File: config.mk
export PLATFORM = sky130hd
export DESIGN_NAME = regfile_mp_sb_flat
export DESIGN_NICKNAME = d
export VERILOG_FILES = /design/src/rtl/regfile_mp_sb_if.sv /design/src/rtl/regfile_mp_sb.sv /design/src/flat_wrapper.sv
export SDC_FILE = /design/constraint.sdc
export NUM_CORES = 2
export LEC_CHECK = 0
export ABC_AREA = 1
export CAP_MARGIN = 20
export CELL_PAD_IN_SITES_DETAIL_PLACEMENT = 0
export CELL_PAD_IN_SITES_GLOBAL_PLACEMENT = 1
export CORE_AREA = 2 2 467 469
export CTS_CLUSTER_DIAMETER = 200
export DETAILED_ROUTE_END_ITERATION = 8
export DIE_AREA = 0 0 469 471
export PLACE_DENSITY_LB_ADDON = 0.2
export RECOVER_POWER = 100
export SLEW_MARGIN = 20
export SYNTH_ARGS = -nofsm -noshare
export SYNTH_HDL_FRONTEND = slang
export SYNTH_SLANG_ARGS = --single-unit
File: constraint.sdc
create_clock -name clk -period 4.84 [get_ports clk]
set_clock_uncertainty 0.15 [all_clocks]
set_input_delay 1.452 -clock clk [delete_from_list [all_inputs] [get_ports clk]]
set_output_delay 1.452 -clock clk [all_outputs]
set_load 0.005 [all_outputs]
File: src/rtl/regfile_mp_sb_if.sv
// Register file bus: two write ports, NUM_RD packed read ports and the scoreboard.
// Latency: none (wires only); the slave side registers every output.
// Backpressure: none; every field is sampled on every clock edge.
interface regfile_mp_sb_if #(
  parameter int DATA_WIDTH = 32,
  parameter int ADDR_WIDTH = 5,
  parameter int NUM_RD     = 2
);
  logic                           we0;
  logic [ADDR_WIDTH-1:0]          wa0;
  logic [DATA_WIDTH-1:0]          wd0;
  logic                           we1;
  logic [ADDR_WIDTH-1:0]          wa1;
  logic [DATA_WIDTH-1:0]          wd1;
  logic [NUM_RD*ADDR_WIDTH-1:0]   ra;
  logic [NUM_RD*DATA_WIDTH-1:0]   rdata;
  logic [NUM_RD-1:0]              rbusy;
  logic                           sb_set;
  logic [ADDR_WIDTH-1:0]          sb_addr;
  logic [ADDR_WIDTH:0]            busy_cnt;

  // Decode/writeback side: drives writes, read addresses and scoreboard sets.
  modport master (
    output we0, wa0, wd0, we1, wa1, wd1, ra, sb_set, sb_addr,
    input  rdata, rbusy, busy_cnt
  );

  // Register file side.
  modport slave (
    input  we0, wa0, wd0, we1, wa1, wd1, ra, sb_set, sb_addr,
    output rdata, rbusy, busy_cnt
  );
endinterface

File: src/rtl/regfile_mp_sb.sv
// Multi-port register file: 2 write ports, NUM_RD registered read ports, pending-write scoreboard.
// Latency: 1 cycle read, write-first (same-edge writes are bypassed; wd1 beats wd0 beats array).
// Backpressure: none; writes, reads and scoreboard sets are accepted every cycle.
module regfile_mp_sb #(
  parameter int DATA_WIDTH = 32,
  parameter int ADDR_WIDTH = 5,
  parameter int NUM_RD     = 2,
  parameter int ZERO_REG   = 1
) (
  input logic           clk,
  input logic           rst,
  regfile_mp_sb_if.slave bus
);

  localparam int DEPTH = 1 << ADDR_WIDTH;
  localparam int CW    = ADDR_WIDTH + 1;

  logic [DATA_WIDTH-1:0]        regs [DEPTH];
  logic [DEPTH-1:0]             busy;
  logic [DEPTH-1:0]             busy_nxt;
  logic [CW-1:0]                busy_cnt_q;
  logic [CW-1:0]                busy_cnt_nxt;
  logic [NUM_RD*DATA_WIDTH-1:0] rdata_q;
  logic [NUM_RD*DATA_WIDTH-1:0] rdata_nxt;
  logic [NUM_RD-1:0]            rbusy_q;
  logic [NUM_RD-1:0]            rbusy_nxt;
  logic [ADDR_WIDTH-1:0]        rd_addr [NUM_RD];

  logic wr0_ok, wr1_ok, set_ok;
  logic cnt_inc, cnt_clr0, cnt_clr1;

  for (genvar k = 0; k < NUM_RD; k++) begin : g_rd_addr
    assign rd_addr[k] = bus.ra[k*ADDR_WIDTH +: ADDR_WIDTH];
  end

  // Accepted writes/sets: register 0 is hardwired when ZERO_REG is set.
  always_comb begin
    wr0_ok = bus.we0    && !((ZERO_REG != 0) && (bus.wa0     == '0));
    wr1_ok = bus.we1    && !((ZERO_REG != 0) && (bus.wa1     == '0));
    set_ok = bus.sb_set && !((ZERO_REG != 0) && (bus.sb_addr == '0));
  end

  // Next busy vector: clears from both writes first, then the set so a new producer wins.
  always_comb begin
    busy_nxt = busy;
    if (wr0_ok) busy_nxt[bus.wa0] = 1'b0;
    if (wr1_ok) busy_nxt[bus.wa1] = 1'b0;
    if (set_ok) busy_nxt[bus.sb_addr] = 1'b1;
  end

  // Incremental popcount: +1 for a fresh set, -1 per distinct busy register actually cleared.
  always_comb begin
    cnt_inc  = set_ok && !busy[bus.sb_addr];
    cnt_clr0 = wr0_ok && busy[bus.wa0] && !(set_ok && (bus.sb_addr == bus.wa0));
    cnt_clr1 = wr1_ok && busy[bus.wa1] && !(set_ok && (bus.sb_addr == bus.wa1))
               && !(wr0_ok && (bus.wa0 == bus.wa1));
    busy_cnt_nxt = busy_cnt_q
                 + {{(CW-1){1'b0}}, cnt_inc}
                 - {{(CW-1){1'b0}}, cnt_clr0}
                 - {{(CW-1){1'b0}}, cnt_clr1};
  end

  // Read-port next values with write-first bypass and post-update busy lookup.
  always_comb begin
    rdata_nxt = '0;
    rbusy_nxt = '0;
    for (int k = 0; k < NUM_RD; k++) begin
      if ((ZERO_REG != 0) && (rd_addr[k] == '0))
        rdata_nxt[k*DATA_WIDTH +: DATA_WIDTH] = '0;
      else if (wr1_ok && (bus.wa1 == rd_addr[k]))
        rdata_nxt[k*DATA_WIDTH +: DATA_WIDTH] = bus.wd1;
      else if (wr0_ok && (bus.wa0 == rd_addr[k]))
        rdata_nxt[k*DATA_WIDTH +: DATA_WIDTH] = bus.wd0;
      else
        rdata_nxt[k*DATA_WIDTH +: DATA_WIDTH] = regs[rd_addr[k]];
      rbusy_nxt[k] = busy_nxt[rd_addr[k]];
    end
  end

  // Register array: port 1 is written last so it wins on an address collision.
  always_ff @(posedge clk) begin
    if (rst) begin
      for (int i = 0; i < DEPTH; i++) regs[i] <= '0;
    end else begin
      if (wr0_ok) regs[bus.wa0] <= bus.wd0;
      if (wr1_ok) regs[bus.wa1] <= bus.wd1;
    end
  end

  // Scoreboard state and output flops; reset overrides any same-cycle write or set.
  always_ff @(posedge clk) begin
    if (rst) begin
      busy       <= '0;
      busy_cnt_q <= '0;
      rdata_q    <= '0;
      rbusy_q    <= '0;
    end else begin
      busy       <= busy_nxt;
      busy_cnt_q <= busy_cnt_nxt;
      rdata_q    <= rdata_nxt;
      rbusy_q    <= rbusy_nxt;
    end
  end

  assign bus.rdata    = rdata_q;
  assign bus.rbusy    = rbusy_q;
  assign bus.busy_cnt = busy_cnt_q;

endmodule

File: src/flat_wrapper.sv
// flat-port wrapper written by rule: the top's interface ports become plain ports
module regfile_mp_sb_flat 
#(
  parameter int DATA_WIDTH = 32,
  parameter int ADDR_WIDTH = 5,
  parameter int NUM_RD     = 2,
  parameter int ZERO_REG   = 1
)
  (clk, rst, bus_we0, bus_wa0, bus_wd0, bus_we1, bus_wa1, bus_wd1, bus_ra, bus_sb_set, bus_sb_addr, bus_rdata, bus_rbusy, bus_busy_cnt);
  regfile_mp_sb_if #(.DATA_WIDTH(DATA_WIDTH), .ADDR_WIDTH(ADDR_WIDTH), .NUM_RD(NUM_RD)) bus_i ();
  input logic clk;
  input logic rst;
  input wire logic [$bits(bus_i.we0)-1:0] bus_we0;
  input wire logic [$bits(bus_i.wa0)-1:0] bus_wa0;
  input wire logic [$bits(bus_i.wd0)-1:0] bus_wd0;
  input wire logic [$bits(bus_i.we1)-1:0] bus_we1;
  input wire logic [$bits(bus_i.wa1)-1:0] bus_wa1;
  input wire logic [$bits(bus_i.wd1)-1:0] bus_wd1;
  input wire logic [$bits(bus_i.ra)-1:0] bus_ra;
  input wire logic [$bits(bus_i.sb_set)-1:0] bus_sb_set;
  input wire logic [$bits(bus_i.sb_addr)-1:0] bus_sb_addr;
  output wire logic [$bits(bus_i.rdata)-1:0] bus_rdata;
  output wire logic [$bits(bus_i.rbusy)-1:0] bus_rbusy;
  output wire logic [$bits(bus_i.busy_cnt)-1:0] bus_busy_cnt;
  assign bus_i.we0 = bus_we0;
  assign bus_i.wa0 = bus_wa0;
  assign bus_i.wd0 = bus_wd0;
  assign bus_i.we1 = bus_we1;
  assign bus_i.wa1 = bus_wa1;
  assign bus_i.wd1 = bus_wd1;
  assign bus_i.ra = bus_ra;
  assign bus_i.sb_set = bus_sb_set;
  assign bus_i.sb_addr = bus_sb_addr;
  assign bus_rdata = bus_i.rdata;
  assign bus_rbusy = bus_i.rbusy;
  assign bus_busy_cnt = bus_i.busy_cnt;
  regfile_mp_sb #(.DATA_WIDTH(DATA_WIDTH), .ADDR_WIDTH(ADDR_WIDTH), .NUM_RD(NUM_RD), .ZERO_REG(ZERO_REG)) u_core (.clk(clk), .rst(rst), .bus(bus_i));
endmodule
==> summary.txt <==
Run status
  • Outcome: finished with violations
  • Violations in the final reports: capacitance limit, slew limit, setup timing

CTS
  • Num CTS Buffers: 139
  • Number of sinks handled by clock tree synthesis: 1128
  • Clock Pin Slew Worst Setup and Hold Paths: 0.06 ns
  • Count of hold-fix buffers inserted at cts: 0
  • Buffer levels on the longest clock path: 3
  • Post-CTS setup buffer count: 0
  • Source-to-sink clock delay at the later pin of the worst-skew pair: 0.82 ns
  • # H-tree levels: 4
  • CTS tree: built
  • Post-CTS resize count: 0
  • Root buf cell: clkbuf_16

Floorplan
  • Die extent in y: 471 microns
  • Num rows: 171
  • Effective utilization at floorplan: 29.87%
  • Core area: 216100 sq um
  • Horizontal extent of the die: 469 microns
  • I/O pin cnt: 166
  • Die area: 220900 sq um

Timing
  • Timing-limited maximum frequency: 202.1 MHz
  • Setup total negative slack: -9.786 ns
  • Hold Worst Slack: 0.3979 ns
  • Crit path time final: 4.949 ns
  • Final hold viol count: 0
  • RSZ-0062 raised after global routing: false
  • Pin slew with the least headroom to its limit: 2.549 ns
  • Number of setup violations in the final report: 303
  • Final Max Slew Viols: 140
  • Setup ws final: -0.1090 ns
  • Period utilization: 102.3%
  • Rel. slew slack: -69.92%

Route
  • Detailed-route vias per instance: 6.572
  • Length of the first detailed-routing pass in iterations: 9
  • DR iter-0 viols: 11714
  • Number of vias after detailed routing: 67296
  • Wire length after detailed routing: 386.7 mm
  • Routed wirelength normalized by instance count: 37.76 microns
  • Number of remaining DRC errors: 0
  • Final ANT Viol Nets: 0

Placement
  • Quantity of I/O buffers inserted on ports: 165
  • Final RePlAce weighted congestion: 0.9140
  • Detail Placement HPWL: 217.7 mm
  • Cell count after placement: 9977

Critical path
  • Worst reg2reg path endpoint: u_core.bus.busy_cnt[5]
  • Worst setup slack for register-to-register paths: 1.16 ns
  • CP endpoint kind: flop
  • Worst setup path startpoint: bus_wa1[1]
  • Arrival @ worst endpoint: 5.21 ns
  • Type of the worst setup path: input port to flop
  • Type of origin of the critical path: input port
  • Path depth of the worst reg2reg path: 16
  • Crit-path max FO: 17
  • R2r startpoint: u_core.busy[11]
  • Data required time at the worst endpoint: 5.10 ns
  • Crit path to: u_core.regs[14][17]

Synthesis
  • Post-synthesis sequential area ratio: 50.87%
  • Syn_area_per_cell: 8.774 sq um
  • Count of warnings emitted by yosys: 0
  • Gate Count Post-Synth: 7356
  • Number of flops mapped to enable cells by yosys: 1024
  • Predominant post-synthesis flop cell: edfxtp_1
  • Count of state elements after synthesis: 1128
  • Distinct cells, synth: 48
  • Post-synthesis async set-or-reset flop share: 0%
  • Post-synthesis instance area: 64540 sq um

Pwr
  • Net switching power of the design: 7.901 mW
  • Internal Power: 18.20 mW
  • IR Drop Worst-Case VDD: 0.4003 mV
  • Fraction of power consumed by the clock network: 40.1%
  • Ratio of total power to cell area: 349.1 nW/um^2
  • Share of total power in combinational logic: 15.5%
  • Overall power of the completed layout: 26.10 mW
  • Static leakage power: 25.96 nW
  • Register share of total power: 44.4%
  • Sw frac: 30.27%

Cells and area
  • Proportion of layout cells with a drive suffix above 1: 9.823%
  • Filler cell count in the final layout: 22264
  • Area growth, synth to finish: 15.87%
  • Final core utilization: 34.61%
  • Post-layout net count: 7369
  • Area taken by multi-input logic gates: 27170 sq um
  • Sequential standard cell area: 32830 sq um
  • Non-Filler Instances: 10240

Worst hold path
  • Type of the most critical hold path: flop to flop

Global routing
  • First-pass GRT wire length: 522.1 mm
  • Vias in the first global route: 62945
  • Aggregate global routing overflow: 0
  • Number of antenna violations at the first check in global routing: 21
  • Combined global-route utilization of all metal layers: 33.74%
  • Pin count of the biggest net entering global routing: 125

Job
  • Max-cap check violation count: 4
## per-layer routing
| metal | share of wire, % | vias to the layer above | wire length (microns) | global-route usage (%) |
|---|---|---|---|---|
| li1 | - | 27174 | - | - |
| met5 | 0.019 | - | 72 | 0 |
| met1 | 38 | 33450 | 148200 | 44.82 |
| met2 | 42 | 5356 | 162700 | 50.05 |
| met3 | 12 | 1306 | 47010 | 7.546 |
| met4 | 7.4 | 10 | 28710 | 19.82 |
## worst min path at each step
stage               startpoint  cells past startpoint         endpoint
2_1_floorplan   u_core.busy[0]                      2   u_core.busy[0]
3_3_place_gp   u_core.busy[11]                      2  u_core.busy[11]
3_5_place_dp   u_core.busy[26]                      2  u_core.busy[26]
4_1_cts        u_core.busy[26]                      2  u_core.busy[26]
5_1_grt        u_core.busy[23]                      2  u_core.busy[23]
6_report       u_core.busy[26]                      2  u_core.busy[26]
## sequential cells by signal, indices dropped and copies added, names as in the netlist
name / flops
u_core.regs: 1024
u_core.bus.rdata: 64
u_core.busy: 32
u_core.bus.busy_cnt: 6
u_core.bus.rbusy: 2
## power groups by stage
| stage | Sequential (mW) | Clock (mW) | Combinational [mW] |
|---|---|---|---|
| after floorplan | 11.7 | 0 | 2.09 |
| after global placement | 11.8 | 0 | 4.01 |
| after detailed placement | 11.8 | 0 | 4.01 |
| after CTS | 11.6 | 10.5 | 4.02 |
| after global routing | 11.6 | 10.9 | 4.21 |
| final | 11.6 | 10.5 | 4.05 |
## worst max-delay path, stage by stage
cell	delay (ns)
dlygate4sd3_1	0.59
buf_4	0.17
nand2_2	0.13
clkbuf_4	0.17
nor2_1	1.22
nand2_1	0.26
nand3_1	0.28
clkbuf_2	0.84
## area by class of cell
type	count	share of cell area, %
inverters	268	1.402
repair buffers	599	7.715
clock inverters	68	0.7613
flip-flops and latches	1128	43.90
well taps	2854	4.775
multi-input cells	5131	36.33
clock buffers	187	5.098
diodes	5	0.01673
## placed cells by master, fill, tap and decap left out, drive strengths merged, types with 108 or more instances in the layout
cell and n:
inv 261, mux2i 108, buf 345, o21ai 1013, a21oi 399, nand2 852
nor2 728, nand3 336, o22ai 1272, edfxtp 1024, o211ai 174, clkbuf 287
## through the flow
| stage | cell area [sq um] | setup slack [ns] |
|---|---|---|
| 5_1_grt | 74770 | 0.008312 |
| 3_5_place_dp | 71490 | -0.5977 |
| 6_report | 74780 | -0.1090 |
| 2_1_floorplan | 64660 | 0.2387 |
| 4_1_cts | 75870 | 0.2233 |
| 3_3_place_gp | 71490 | -0.6528 |
## cells in the mapped netlist, drive strengths merged (2+ instances only)
cell type	number	area share [%]
o22ai	1272	12
edfxtp	1024	48
o21ai	1013	7.9
nand2	852	5.0
nor2	728	4.4
clkbuf	570	3.3
a21oi	399	3.1
nand3	336	2.6
buf	290	2.7
inv	267	1.6
o211ai	174	2.0
mux2i	108	1.7
dfxtp	104	3.2
o221ai	52	0.71
nand4	43	0.45
a21boi	29	0.34
nor3	27	0.28
xor2	17	0.23
a211oi	11	0.13
xnor2	10	0.14
ha	6	0.12
or2	5	0.048
a22oi	4	0.047
o21a	3	0.035
and2	2	0.019
fa	2	0.062
nor4	2	0.019
o41ai	2	0.027
## cells by family after synthesis
kind of cell / count (synthesis) / synth area share (%)
other cells: 1 / 0.005810
mux: 108 / 1.675
xor+xnor: 27 / 0.3664
fa+ha+maj: 8 / 0.1783
flops: 1128 / 50.87
buf+inv: 1128 / 7.539
compound gates: 2961 / 26.60
simple gates: 1995 / 12.76
Note: power is estimated with default switching activity, not from simulation.
